[src/rtl/cpu_defs.sv]
// Shared fetch-stage definitions: NOP encoding, fetch exception codes,
// fetch FSM states and the IF/ID update operations.
package cpu_defs;

    localparam logic [31:0] NOP                    = 32'h0000_0013;
    localparam logic [3:0]  EXC_INSTR_MISALIGNED   = 4'd0;
    localparam logic [3:0]  EXC_INSTR_ACCESS_FAULT = 4'd1;

    typedef enum logic {
        ST_RUN           = 1'b0,
        ST_WAIT_REDIRECT = 1'b1
    } fetch_state_e;

    typedef enum logic [1:0] {
        IFID_HOLD   = 2'd0,
        IFID_BUBBLE = 2'd1,
        IFID_LOAD   = 2'd2
    } ifid_op_e;

    typedef struct packed {
        logic        en;
        logic [3:0]  code;
        logic [63:0] val;
    } fetch_exc_t;

endpackage

[src/rtl/fetch_if_id_reg.sv]
// IF/ID pipeline register: hold, insert a bubble, or load a new fetch slot.
module fetch_if_id_reg
    import cpu_defs::*;
(
    input  logic        clk,
    input  logic        rst,
    input  ifid_op_e    op,
    input  logic        ld_valid,
    input  logic [63:0] ld_pc,
    input  logic [31:0] ld_instr,
    input  fetch_exc_t  ld_exc,
    output logic        id_valid,
    output logic [63:0] id_pc,
    output logic [31:0] id_instr,
    output fetch_exc_t  id_exc
);

    logic        valid_q, valid_d;
    logic [63:0] pc_q, pc_d;
    logic [31:0] instr_q, instr_d;
    fetch_exc_t  exc_q, exc_d;

    always_comb begin
        // NOTE: every output of this block gets a default first, so no path leaves a value unassigned and no latch is inferred.
        valid_d = valid_q;
        pc_d    = pc_q;
        instr_d = instr_q;
        exc_d   = exc_q;
        case (op)
            IFID_BUBBLE: begin
                valid_d  = 1'b0;
                instr_d  = NOP;
                exc_d.en = 1'b0;
            end
            IFID_LOAD: begin
                valid_d = ld_valid;
                pc_d    = ld_pc;
                instr_d = ld_instr;
                exc_d   = ld_exc;
            end
            default: ;
        endcase
    end

    always_ff @(posedge clk) begin
        // NOTE: sequential state uses non-blocking assignments so every flop samples pre-edge values regardless of statement order.
        if (rst) begin
            valid_q <= 1'b0;
            pc_q    <= '0;
            instr_q <= NOP;
            exc_q   <= '0;
        end else begin
            valid_q <= valid_d;
            pc_q    <= pc_d;
            instr_q <= instr_d;
            exc_q   <= exc_d;
        end
    end

    assign id_valid = valid_q;
    assign id_pc    = pc_q;
    assign id_instr = instr_q;
    assign id_exc   = exc_q;

endmodule

[src/rtl/fetch_unit.sv]
// Instruction fetch stage: PC register, redirect/exception FSM and IF/ID slot.
// Optional FETCH_MISALIGN_CHECK_EN raises a misaligned-fetch exception on PC[1:0]!=0.
module fetch_unit
    import cpu_defs::*;
#(
    parameter logic [63:0] RESET_PC = 64'h0
) (
    input  logic        clk,
    input  logic        rst,
    input  logic        stall,
    input  logic        flush,
    input  logic        redirect_en,
    input  logic [63:0] redirect_pc,
    output logic [63:0] pc_addr,
    input  logic [31:0] instruction,
    input  logic        imem_exc_en,
    input  logic [3:0]  imem_exc_code,
    input  logic [63:0] imem_exc_val,
    output logic        id_valid,
    output logic [63:0] id_pc,
    output logic [31:0] id_instr,
    output logic        id_exc_en,
    output logic [3:0]  id_exc_code,
    output logic [63:0] id_exc_val
);

    logic [63:0]  pc_q, pc_d;
    fetch_state_e state_q, state_d;
    fetch_exc_t   fetch_exc;
    ifid_op_e     ifid_op;
    logic [31:0]  ld_instr;
    fetch_exc_t   ld_exc;
    fetch_exc_t   id_exc;

    always_comb begin
        fetch_exc = '{en: imem_exc_en, code: imem_exc_code, val: imem_exc_val};
`ifdef FETCH_MISALIGN_CHECK_EN
        if (pc_q[1:0] != 2'b00)
            fetch_exc = '{en: 1'b1, code: EXC_INSTR_MISALIGNED, val: pc_q};
`endif
    end

    always_comb begin
        pc_d     = pc_q;
        state_d  = state_q;
        ifid_op  = IFID_HOLD;
        ld_instr = instruction;
        ld_exc   = '0;
        if (redirect_en) begin
            pc_d    = redirect_pc;
            state_d = ST_RUN;
            ifid_op = IFID_BUBBLE;
        end else if (flush) begin
            ifid_op = IFID_BUBBLE;
        end else if (stall) begin
            ifid_op = IFID_HOLD;
        end else if (state_q == ST_RUN) begin
            ifid_op = IFID_LOAD;
            if (fetch_exc.en) begin
                // The faulting PC stays put until software redirects away from it.
                ld_instr = NOP;
                ld_exc   = fetch_exc;
                state_d  = ST_WAIT_REDIRECT;
            end else begin
                pc_d = pc_q + 64'd4;
            end
        end else begin
            ifid_op = IFID_BUBBLE;
        end
    end

    always_ff @(posedge clk) begin
        if (rst) begin
            pc_q    <= RESET_PC;
            state_q <= ST_RUN;
        end else begin
            pc_q    <= pc_d;
            state_q <= state_d;
        end
    end

    fetch_if_id_reg u_if_id (
        .clk      (clk),
        .rst      (rst),
        .op       (ifid_op),
        .ld_valid (1'b1),
        .ld_pc    (pc_q),
        .ld_instr (ld_instr),
        .ld_exc   (ld_exc),
        .id_valid (id_valid),
        .id_pc    (id_pc),
        .id_instr (id_instr),
        .id_exc   (id_exc)
    );

    assign pc_addr     = pc_q;
    assign id_exc_en   = id_exc.en;
    assign id_exc_code = id_exc.code;
    assign id_exc_val  = id_exc.val;

endmodule

[config.mk]
export PLATFORM = sky130hd
export DESIGN_NAME = fetch_unit
export DESIGN_NICKNAME = d
export VERILOG_FILES = /design/src/rtl/cpu_defs.sv /design/src/rtl/fetch_if_id_reg.sv /design/src/rtl/fetch_unit.sv
export SDC_FILE = /design/constraint.sdc
export NUM_CORES = 1
export LEC_CHECK = 0
export CORE_ASPECT_RATIO = 0.5
export CORE_UTILIZATION = 43
export CTS_CLUSTER_SIZE = 24
export DETAILED_ROUTE_END_ITERATION = 12
export PLACE_DENSITY = 0.8
export SLEW_MARGIN = 15
export SYNTH_ARGS = -nofsm -noshare
export SYNTH_HDL_FRONTEND = slang
export SYNTH_SLANG_ARGS = --single-unit
[constraint.sdc]
create_clock -name clk -period 3.9 [get_ports clk]
set_input_delay 0.78 -clock clk [delete_from_list [all_inputs] [get_ports clk]]
set_output_delay 0.78 -clock clk [all_outputs]
set_load 0.01 [all_outputs]
==> results <==
- By count the netlist is led by 231 x dfxtp_1, 145 x nor2_1, 87 x clkbuf_1.
- The mean instance size in the synthesized netlist is 8.800 um2.
- The core region is 0.02201 mm2.
- STA puts the critical path data required time at 4.32 ns.
- The number of antenna violations at the first check in global routing was 0.
- The upper clock frequency limit is 321.0 MHz.
- Sorting the synthesized cells by area gives the leading types as dfxtp_1 47%, mux2i_1 7.0%, nor2_1 5.5%.
- The quantity of hold-fixing buffers added after cts is 0.
- The class of the most critical setup path is input port to flip-flop.
- The fraction of final layout cells with drive strength greater than 1 is 4.192%.
- For the worst-skew pair, the clock arrives at the later sink with an insertion delay of 0.52 ns.
- The clock network burns 42.3% of the power.
- The worst hold path class is flip-flop to flip-flop.
- The power share of the combinational group is 10.1%.
- Counting flops with an async set or reset pin after synthesis yields a share of 0%.
- Once detailed placement completed, the half-perimeter wirelength came to 22310 um.
- The cell count of the worst reg-to-reg path is 5.
- The clock sink count is 231.
- The row count is 38.
- Sequential cells account for 47.6% of the total power.
- The number of global-route vias before repair came to 9096.
- The capture endpoint of the worst hold path is u_if_id.id_exc[20]$_SDFFE_PP0P_.
- The synthesized netlist contains 43 unique library cells.
- The worst register-to-register path begins at pc_addr[24]$_SDFFE_PP0N_.
- Of all nets on the critical path, the largest fanout is 17.
- The number of flops mapped to enable cells by yosys is 0.
- For this design the total switching power over the nets is 1.242 mW.
- In this run the power density over the cells is 356.9 mW/mm2.
- Post-CTS timing repair inserted 0 buffers for setup.
- After routing, the total negative slack on setup checks comes to 0 ns.
- The run finished with clean final reports.
- Setup repair after global routing left no endpoint under its margin.
- The x dimension of the die is 215.7 um.
- The antenna violation net count after detailed routing is 0.
- The tool flagged a number of max-cap violations equal to 0.
- The worst setup path is captured at a flip-flop.
- The final count of hold timing violations is 0.
- The overall routing resource usage is 25.34%.
- Before antenna repair, the detailed router went through 7 iterations.
- The vias after detailed routing is 9723.
- 400 I/O pins were placed.
- After detailed routing, the total wire length is 31710 um.
- The worst voltage drop across the vdd grid is 0.0002836 V.
- The cell accounting for the most synthesized area is dfxtp_1.
- The actual transition at the worst max-transition pin is 0.8285 ns.
- The worst min-delay path startpoint is u_if_id.id_exc[20]$_SDFFE_PP0P_.
- The number of nets handed over by synthesis was 1288.
- The post-layout worst setup margin is 0.7845 ns.
- The flip-flop and latch count after synthesis is 231.
- No sink is reached through more buffers than the 3 on the longest clock path.
- The static leakage power is 4.884 nW.
- The number of cells on the worst hold path is 2.
- In this run the number of H-tree levels came out at 1.
- The routed wire length per instance is 17.82 um.
- Cell internal power was estimated by the tool at 4.030 mW.
- The area of the mapped netlist is 0.009821 mm2.
- Entering global routing, the biggest net connects 172 pins.
- The number of buffers inserted during clock tree synthesis is 22.
- From synthesis to final layout, the design area changed by 50.41%.
- The number of port buffers is 399.
- Synthesis handed over a netlist of 1116 instances.
- The starting density of the core is 44.61%.
- STA classifies the critical path startpoint as an input port.
- In the routed design, unresolved DRC markers number 0.
- The number of nets in the layout is 1636.
- The pre-CTS worst setup slack is 0.2938 ns.
- The placer's final routability congestion estimate is 0.8449.
- The max-slew violation count was 0.
- For this run, the number of Yosys warnings is 0.
- The first global-routing pass estimated 48720 um of wire.
- Clock-pin slew was measured on the worst setup and hold paths at 0.06 ns.
- In this run, the number of DRC markers left after iteration 0 of detailed routing was 720.
- The relative slew slack is 44.77%.
- The most repeated cell in the gate-level netlist after synthesis is dfxtp_1.
- The die height is 108.9 um.
- Across all register-to-register paths, the minimum setup slack is 0.84 ns.
- For this run, the leading register cell type out of synthesis is dfxtp_1.
- CTS placed an instance of clkbuf_16 at the clock tree root.
- The count of antenna diodes in the layout is 0.
- After synthesis, the largest area contributor takes up 47.09% of total cell area.
- The reg-to-reg endpoint is pc_addr[48]$_SDFFE_PP0N_.
- The design draws 5.272 mW.
- The switching portion of total power is 23.56%.
- TritonCTS built the clock tree.
- The leftover overflow at the end of global routing is 0.
- On the final layout, the worst clock skew is 0.01822 ns.
- The number of gates resized after CTS was 0.
- The data arrival time of the worst path is 3.54 ns.
- The final clock period utilization by the worst path is 79.88%.
- The setup violation total in the final timing report is 0.
- The detailed-route vias per instance is 5.465.
- The part of the Yosys area used for sequential elements is 47.09%.
- The worst path needs 3.115 ns of the cycle, external delays included.
- The total die area is 0.02348 mm2.
[sequential cells by signal, indices dropped and copies added, names as in the netlist]
signal / count
state_q: 1
pc_addr: 64
u_if_id.id_valid: 1
u_if_id.id_exc: 69
u_if_id.id_instr: 32
u_if_id.id_pc: 64
[final cells by class]
| cell class | count | area (um2) |
|---|---|---|
| clock buffer | 33 | 663.1 |
| clock inverter | 6 | 80.08 |
| fill | 1767 | 7242 |
| inverter | 17 | 63.81 |
| multi-input combinational | 775 | 4797 |
| sequential | 231 | 4624 |
| tap | 300 | 375.4 |
| timing repair buffer | 417 | 4168 |
[through the flow]
stage / instances / util, % / hold WS, ns / instance area, um2
2_1_floorplan: 1116 / - / 0.4898 / 9821
3_3_place_gp: 1740 / 63.73 / 0.4533 / 14030
4_1_cts: 1779 / 67.10 / 0.4678 / 14770
6_report: 1779 / 67.10 / 0.4670 / 14770
3_5_place_dp: 1740 / 63.73 / 0.4565 / 14030
5_1_grt: 1779 / 67.10 / 0.4855 / 14770
[cells in the final DEF, fill, tap and decap left out, types with 16 or more instances in the layout]
master | synthesis | routed
clkbuf_16 | 0 | 23
nand3_1 | 85 | 85
a21oi_1 | 81 | 81
nand2b_1 | 71 | 71
a311oi_1 | 19 | 19
inv_1 | 17 | 16
nand4_1 | 36 | 36
xnor2_1 | 24 | 24
a211oi_1 | 26 | 26
nand2_1 | 43 | 43
nor2_1 | 145 | 145
a22oi_1 | 30 | 30
clkdlybuf4s50_1 | 0 | 398
dfxtp_1 | 231 | 231
mux2i_1 | 69 | 69
[power groups by stage]
stage	Combinational (mW)	Clock [mW]	Sequential, mW
final	0.532	2.23	2.51
after global routing	0.568	2.39	2.52
after CTS	0.532	2.28	2.51
after detailed placement	0.527	0	2.56
after global placement	0.520	0	2.56
after floorplan	0.186	0	2.55
[worst max-delay path, cell delays in order]
cell and delay [ns]:
clkdlybuf4s50_1 0.51, nor4_4 0.34, nand4_1 0.19, or4_1 0.86, or4_1 0.59, a311oi_1 0.27
[layer usage]
layer,vias up,wire length [um],GRT usage [%],share of wire [%]
met2,294,15640,44.44,49
li1,4685,-,-,-
met5,-,0,0,0
met3,63,1730,4.435,5.5
met1,4681,13460,31.88,42
met4,0,881,8.207,2.8
[kinds of logic (layout without fill, tap and decap cells)]
logic type / count (synthesis) / after routing / share of synthesized area (%)
muxes: 69 / 69 / 7.033
adders and majority gates: 2 / 2 / 0.2548
xor gates and xnor gates: 33 / 33 / 2.943
and+or+nand+nor: 477 / 477 / 25.52
buffers and inverters: 110 / 473 / 4.204
AOI/OAI and AO/OA: 194 / 194 / 12.96
DFF: 231 / 231 / 47.09
[how the worst max path moves through the flow]
stage / start / endpoint / cells past startpoint
after floorplan: redirect_en / u_if_id.id_instr[21]$_SDFFE_PP0P_ / 12
after global placement: flush / pc_addr[54]$_SDFFE_PP0N_ / 6
after detailed placement: flush / pc_addr[48]$_SDFFE_PP0N_ / 6
after CTS: flush / pc_addr[48]$_SDFFE_PP0N_ / 6
after global routing: flush / pc_addr[48]$_SDFFE_PP0N_ / 6
final: flush / pc_addr[48]$_SDFFE_PP0N_ / 6
Power figures use the tool's default switching activity.
